==> src/rtl/ps2_pkg.sv <==
// Shared PS/2 definitions: receive FSM states, prefix bytes, decoded-code record.
package ps2_pkg;

  typedef enum logic [1:0] {
    IDLE   = 2'd0,
    DATA   = 2'd1,
    PARITY = 2'd2,
    STOP   = 2'd3
  } ps2_state_e;

  localparam logic [7:0] PS2_PREFIX_EXT = 8'hE0;
  localparam logic [7:0] PS2_PREFIX_REL = 8'hF0;

  typedef struct packed {
    logic [7:0] code;
    logic       ext;
    logic       rel;
  } ps2_code_t;

  // Odd parity holds when the 8 data bits plus the parity bit carry an odd count of ones.
  function automatic logic ps2_parity_ok(input logic [7:0] data, input logic par);
    return ^{data, par};
  endfunction

endpackage

==> src/rtl/ps2_line_filter.sv <==
// PS/2 line conditioning: 2-FF synchronisers on both pins, glitch filter on the clock,
// and a one-cycle pulse on each filtered falling clock edge with the data sample
// captured alongside it.
module ps2_line_filter #(
  parameter int FILTER_LEN = 4
) (
  input  logic clk,
  input  logic reset,
  input  logic raw_clk,
  input  logic raw_data,
  output logic fall,
  output logic data_s
);

  localparam int CW = (FILTER_LEN < 2) ? 1 : $clog2(FILTER_LEN + 1);

  // Idle bus is high, so syncs and filter start high to avoid a false edge out of reset.
  logic [1:0]    clk_sync_q, data_sync_q;
  logic          filt_q, filt_d;
  logic [CW-1:0] fcnt_q, fcnt_d;
  logic          fall_q, fall_d;
  logic          data_q;

  // Synchronise both raw pins into the clk domain.
  always_ff @(posedge clk or negedge reset) begin
    if (!reset) begin
      clk_sync_q  <= 2'b11;
      data_sync_q <= 2'b11;
    end else begin
      clk_sync_q  <= {clk_sync_q[0], raw_clk};
      data_sync_q <= {data_sync_q[0], raw_data};
    end
  end

  // Filtered clock flips only on the FILTER_LEN-th consecutive differing sample.
  always_comb begin
    filt_d = filt_q;
    fcnt_d = '0;
    if (clk_sync_q[1] != filt_q) begin
      if (fcnt_q == CW'(FILTER_LEN - 1)) begin
        filt_d = clk_sync_q[1];
      end else begin
        fcnt_d = fcnt_q + 1'b1;
      end
    end
    fall_d = filt_q & ~filt_d;
  end

  // Filter state, edge pulse and the data bit that belongs to that edge.
  always_ff @(posedge clk or negedge reset) begin
    if (!reset) begin
      filt_q <= 1'b1;
      fcnt_q <= '0;
      fall_q <= 1'b0;
      data_q <= 1'b1;
    end else begin
      filt_q <= filt_d;
      fcnt_q <= fcnt_d;
      fall_q <= fall_d;
      data_q <= data_sync_q[1];
    end
  end

  assign fall   = fall_q;
  assign data_s = data_q;

endmodule

==> src/rtl/ps2_frame_rx.sv <==
// PS/2 device-to-host frame receiver. Decodes 11-bit frames into scan codes, folds the
// E0/F0 prefixes into flags, and presents results on a valid/ready output register.
// "release" is a reserved word in SystemVerilog, so the break flag port is release_flag.
module ps2_frame_rx
  import ps2_pkg::*;
#(
  parameter int CLK_HZ     = 48_000_000,
  parameter int TIMEOUT_US = 2000,
  parameter int FILTER_LEN = 4
) (
  input  logic       clk,
  input  logic       reset,
  input  logic       ps2_clk,
  input  logic       ps2_data,
  output logic [7:0] code,
  output logic       extended,
  output logic       release_flag,
  output logic       valid,
  input  logic       ready,
  output logic       frame_error,
  output logic       overrun
);

  localparam int TMO_CYCLES = CLK_HZ / 1_000_000 * TIMEOUT_US;
  localparam int TW         = $clog2(TMO_CYCLES + 1);

  logic fall, data_s;

  ps2_line_filter #(.FILTER_LEN(FILTER_LEN)) u_filter (
    .clk      (clk),
    .reset    (reset),
    .raw_clk  (ps2_clk),
    .raw_data (ps2_data),
    .fall     (fall),
    .data_s   (data_s)
  );

  ps2_state_e    state_q, state_d;
  logic [2:0]    bcnt_q, bcnt_d;
  logic [7:0]    shift_q, shift_d;
  logic          par_q, par_d;
  logic          ext_q, ext_d;
  logic          rel_q, rel_d;
  logic [TW-1:0] tmo_q, tmo_d;
  ps2_code_t     out_q, out_d;
  logic          valid_q, valid_d;
  logic          ferr_q, ferr_d;
  logic          ovr_q, ovr_d;
  logic          emit;
  ps2_code_t     emit_code;

  // Frame FSM, shift register, timeout and prefix flags; advanced only by filtered falls.
  always_comb begin
    state_d   = state_q;
    bcnt_d    = bcnt_q;
    shift_d   = shift_q;
    par_d     = par_q;
    ext_d     = ext_q;
    rel_d     = rel_q;
    ferr_d    = 1'b0;
    emit      = 1'b0;
    emit_code = '{code: shift_q, ext: ext_q, rel: rel_q};

    // Saturating gap counter, held at zero while idle and restarted by every edge.
    if (state_q == IDLE || fall)       tmo_d = '0;
    else if (tmo_q == TW'(TMO_CYCLES)) tmo_d = tmo_q;
    else                               tmo_d = tmo_q + 1'b1;

    if (fall) begin
      unique case (state_q)
        IDLE: begin
          if (!data_s) begin
            state_d = DATA;
            bcnt_d  = '0;
          end
        end
        DATA: begin
          shift_d = {data_s, shift_q[7:1]};
          bcnt_d  = bcnt_q + 1'b1;
          if (bcnt_q == 3'd7) state_d = PARITY;
        end
        PARITY: begin
          par_d   = data_s;
          state_d = STOP;
        end
        STOP: begin
          state_d = IDLE;
          if (data_s && ps2_parity_ok(shift_q, par_q)) begin
            if (shift_q == PS2_PREFIX_EXT)      ext_d = 1'b1;
            else if (shift_q == PS2_PREFIX_REL) rel_d = 1'b1;
            else begin
              emit  = 1'b1;
              ext_d = 1'b0;
              rel_d = 1'b0;
            end
          end else begin
            ferr_d = 1'b1;
            ext_d  = 1'b0;
            rel_d  = 1'b0;
          end
        end
        default: state_d = IDLE;
      endcase
    end else if (state_q != IDLE && tmo_q == TW'(TMO_CYCLES)) begin
      ferr_d  = 1'b1;
      state_d = IDLE;
      ext_d   = 1'b0;
      rel_d   = 1'b0;
    end
  end

  // Output register: a held result is never overwritten; a blocked code raises overrun.
  always_comb begin
    out_d   = out_q;
    valid_d = valid_q;
    ovr_d   = 1'b0;
    if (emit) begin
      if (!valid_q || ready) begin
        out_d   = emit_code;
        valid_d = 1'b1;
      end else begin
        ovr_d = 1'b1;
      end
    end else if (valid_q && ready) begin
      valid_d = 1'b0;
    end
  end

  // State and output registers.
  always_ff @(posedge clk or negedge reset) begin
    if (!reset) begin
      state_q <= IDLE;
      bcnt_q  <= '0;
      shift_q <= '0;
      par_q   <= 1'b0;
      ext_q   <= 1'b0;
      rel_q   <= 1'b0;
      tmo_q   <= '0;
      out_q   <= '0;
      valid_q <= 1'b0;
      ferr_q  <= 1'b0;
      ovr_q   <= 1'b0;
    end else begin
      state_q <= state_d;
      bcnt_q  <= bcnt_d;
      shift_q <= shift_d;
      par_q   <= par_d;
      ext_q   <= ext_d;
      rel_q   <= rel_d;
      tmo_q   <= tmo_d;
      out_q   <= out_d;
      valid_q <= valid_d;
      ferr_q  <= ferr_d;
      ovr_q   <= ovr_d;
    end
  end

  assign code         = out_q.code;
  assign extended     = out_q.ext;
  assign release_flag = out_q.rel;
  assign valid        = valid_q;
  assign frame_error  = ferr_q;
  assign overrun      = ovr_q;

endmodule

==> config.mk <==
export PLATFORM = sky130hd
export DESIGN_NAME = ps2_frame_rx
export DESIGN_NICKNAME = d
export VERILOG_FILES = /design/src/rtl/ps2_pkg.sv /design/src/rtl/ps2_line_filter.sv /design/src/rtl/ps2_frame_rx.sv
export SDC_FILE = /design/constraint.sdc
export NUM_CORES = 1
export LEC_CHECK = 0
export ABC_AREA = 1
export BUFFER_PORTS_ARGS = -buffer_cell sky130_fd_sc_hd__clkbuf_2
export CAP_MARGIN = 0
export CORE_MARGIN = 3
export CORE_UTILIZATION = 40
export CTS_CLUSTER_DIAMETER = 30
export CTS_CLUSTER_SIZE = 24
export DETAILED_ROUTE_END_ITERATION = 7
export GPL_TIMING_DRIVEN = 0
export SETUP_SLACK_MARGIN = 0.1
export SYNTH_ARGS = -nofsm -noshare
export SYNTH_HDL_FRONTEND = slang
export SYNTH_SLANG_ARGS = --single-unit
==> constraint.sdc <==
create_clock -name clk -period 2.5 [get_ports clk]
set_input_delay 0 -clock clk [delete_from_list [all_inputs] [get_ports clk]]
set_output_delay 0 -clock clk [all_outputs]
set_load 0.03 [all_outputs]
==> impl_metrics.tcl <==
set metrics [dict create \
    worst_ep_arrival_time_ps 2080 \
    drc 0 \
    fillers 673 \
    synth_area_per_cell_um2 8.45 \
    firstDrtPassIters 4 \
    synth_compound_area_share_pct 6.65 \
    drt-total-wl_um 5270 \
    detail_route.vias_per_cell 4.76 \
    fp-row-count 30 \
    cts_tree "yes" \
    critPathRequiredTime_ps 2730 \
    grt_pass1_vias 2063 \
    yosys_register_bits 56 \
    clk_pin_slew_ps 90 \
    r2r-start "state_q[0]" \
    synthSimpleGateAreaFrac_pct 32.2 \
    final.setup.tns_ps 0 \
    min_from "ready" \
    die_h_um 90.5 \
    post-route-min-period_ps 1850 \
    synth_xor_area_share_pct 0.919 \
    cp-startpoint "state_q[0]" \
    fp.dieW_um 90.5 \
    fin_nets 379 \
    grt_pass1_wl_um 9250 \
    rsz0062_at_grt "no" \
    worstSetupStartpointType "flip-flop" \
    slew_viol_final 0 \
    synthMuxAreaShare_pct 0 \
    fmax_ghz 0.541 \
    cts_setup_buffers 0 \
    skew_ps 6.65 \
    core_area_um2 6870 \
    grt_usage_pct 13.6 \
    synth_nets 352 \
    leakage_nw 1.55 \
    clkLatencyLatePin_ps 300 \
    final-setup-viol-count 0 \
    area_delta_synth_final_pct 11.5 \
    dieArea_um2 8190 \
    cts_hold_buffers 3 \
    place_congestion 0.854 \
    start_util_pct 41.6 \
    num_antenna_cells 0 \
    cts_sinks 56 \
    portBuffers 17 \
    vias 2201 \
    cp_max_fo 10 \
    synth_top_family_by_area "simple AND/OR/NAND/NOR gates" \
    drive_gt1_share_pct 16.9 \
    synth_adder_area_share_pct 3.94 \
    synth_warnings 0 \
    place_hpwl_um 3830 \
    hold_ws_ps 90.6 \
    period_share_pct 74.0 \
    syn_inst 338 \
    grt-ovfl-total 0 \
    criticalPathCategory "flip-flop to flip-flop" \
    ctsResizeCount 0 \
    maxCapViolCount 0 \
    status "complete, no violations" \
    cp-end-kind "flip-flop" \
    synthDistinctLibCells 36 \
    final_antenna_net_count 0 \
    max-slew-margin-rel_pct 50.2 \
    grt_max_degree 57 \
    routedWlPerCell_um 11.4 \
    drtIter0Drc 94 \
    yosysSeqAreaShare_pct 49.3 \
    cts.htree.levels 2 \
    ir_drop_v 0.000327 \
    antenna_found_initial 0 \
    io_pins 18 \
    cts_buffers 5 \
    synth_area_um2 2860 \
    holdCritPathClass "primary input to flip-flop" \
    root_buffer "clkbuf_8" \
    cts.path.max_buffers 2 \
    worst_pin_slew_ps 747 \
    finalHoldViolCount 0 \
    power_density_nw_per_um2 936 \
]
synth_stat cells, drive strengths merged:
cell type    n  area share [%]
nor3b        2            0.53
dfrtp       50              44
nor4         4             1.6
xor2         2            0.61
a21oi       14             2.5
nor3        10             2.1
inv         44             5.8
dfstp        6             5.5
buf          4            0.92
clkbuf       1            0.13
o21a         1            0.26
xnor2        1            0.31
nor2        27             5.3
o21ai       16             2.8
o22ai        2            0.44
o211ai       1            0.26
nand2      101              14
ha           9             3.9
clkinv       1            0.13
nand4        7             1.8
nand3       33             6.6
a31oi        2            0.44
worst max-delay path: stages, from the launching register on:
cell     delay (ps)
dfrtp_1         390
inv_1            90
ha_1            250
nor2_2          400
inv_1           270
a21oi_1         230
nand2_1          70
o21ai_1          80
state kept, by name, summed over array words and instances (netlist names), 2 cells and up:
name,cells
bcnt_q,3
u_filter.clk_sync_q,2
u_filter.data_sync_q,2
shift_q,8
state_q,2
tmo_q,17
u_filter.fcnt_q,3
code,8
final cells by class:
type,instances,area [um2],share of cell area [%]
Tap cell,96,120,3.77
Clock buffer,8,90.1,2.83
Timing Repair Buffer,20,118,3.69
Multi-Input combinational cell,232,1250,39.2
Sequential cell,56,1410,44.2
Inverter,45,169,5.30
Buffer,5,30.0,0.943
path summary, 6_finish.rpt:
check | to | cells past startpoint | slack [ps]
setup / recovery | tmo_q[1] | 7 | 650
hold / removal | code[1] | 5 | 90
setup reg to reg | tmo_q[1] | 7 | 650
min in group asynchronous | tmo_q[6] | 2 | 320
max in group asynchronous | shift_q[7] | 2 | 1690
hold reg to reg | u_filter.data_sync_q[1] | 0 | 360
layer usage:
metal / global-route usage (%) / part of all wire [%]
met3: 3.08 / 3.2
met4: 4.46 / 1.4
met2: 21.1 / 44
met1: 18.7 / 52
met5: 0 / 0
metrics by stage:
| stage | util [%] | setup slack [ps] | instances | power (mW) | area, um2 |
|---|---|---|---|---|---|
| global placement | 44.6 | 693 | 451 | 2.46 | 3060 |
| finish | 46.4 | 650 | 462 | 2.98 | 3190 |
| CTS | 46.4 | 634 | 462 | 3.02 | 3190 |
| detailed placement | 44.6 | 660 | 451 | 2.49 | 3070 |
| floorplan | - | 960 | 338 | 2.21 | 2860 |
| global route | 46.4 | 473 | 462 | 3.25 | 3190 |
where the power goes:
group / switching, mW / leakage [nW] / internal [mW]
logic: 0.829 / 0.767 / 0.407
clock network: 0.275 / 0.0455 / 0.227
registers: 0.161 / 0.742 / 1.08
cells in the final DEF, fill, tap and decap left out, types with 3 or more instances in the layout:
master,synthesis,routed
nor2_2,4,4
clkbuf_8,0,6
ha_1,9,9
clkbuf_1,1,3
dlygate4sd3_1,0,3
a21oi_1,14,14
nor2_1,19,19
nor3_1,8,8
dfstp_2,6,6
dfrtp_1,50,50
o21ai_1,3,3
nand3_1,30,30
buf_2,3,3
nand4_1,6,6
inv_1,42,42
nand2_1,90,90
o21ai_0,13,13
clkbuf_2,0,16
nor2_4,3,3
nand2_2,10,10
cells by family after synthesis:
family	after synthesis
AND/OR/NAND/NOR	184
AO/OA/AOI/OAI	36
XOR/XNOR	3
flip-flops	56
buffers and inverters	50
adder cells (fa/ha/maj)	9
(Power assumes the default switching activity.)
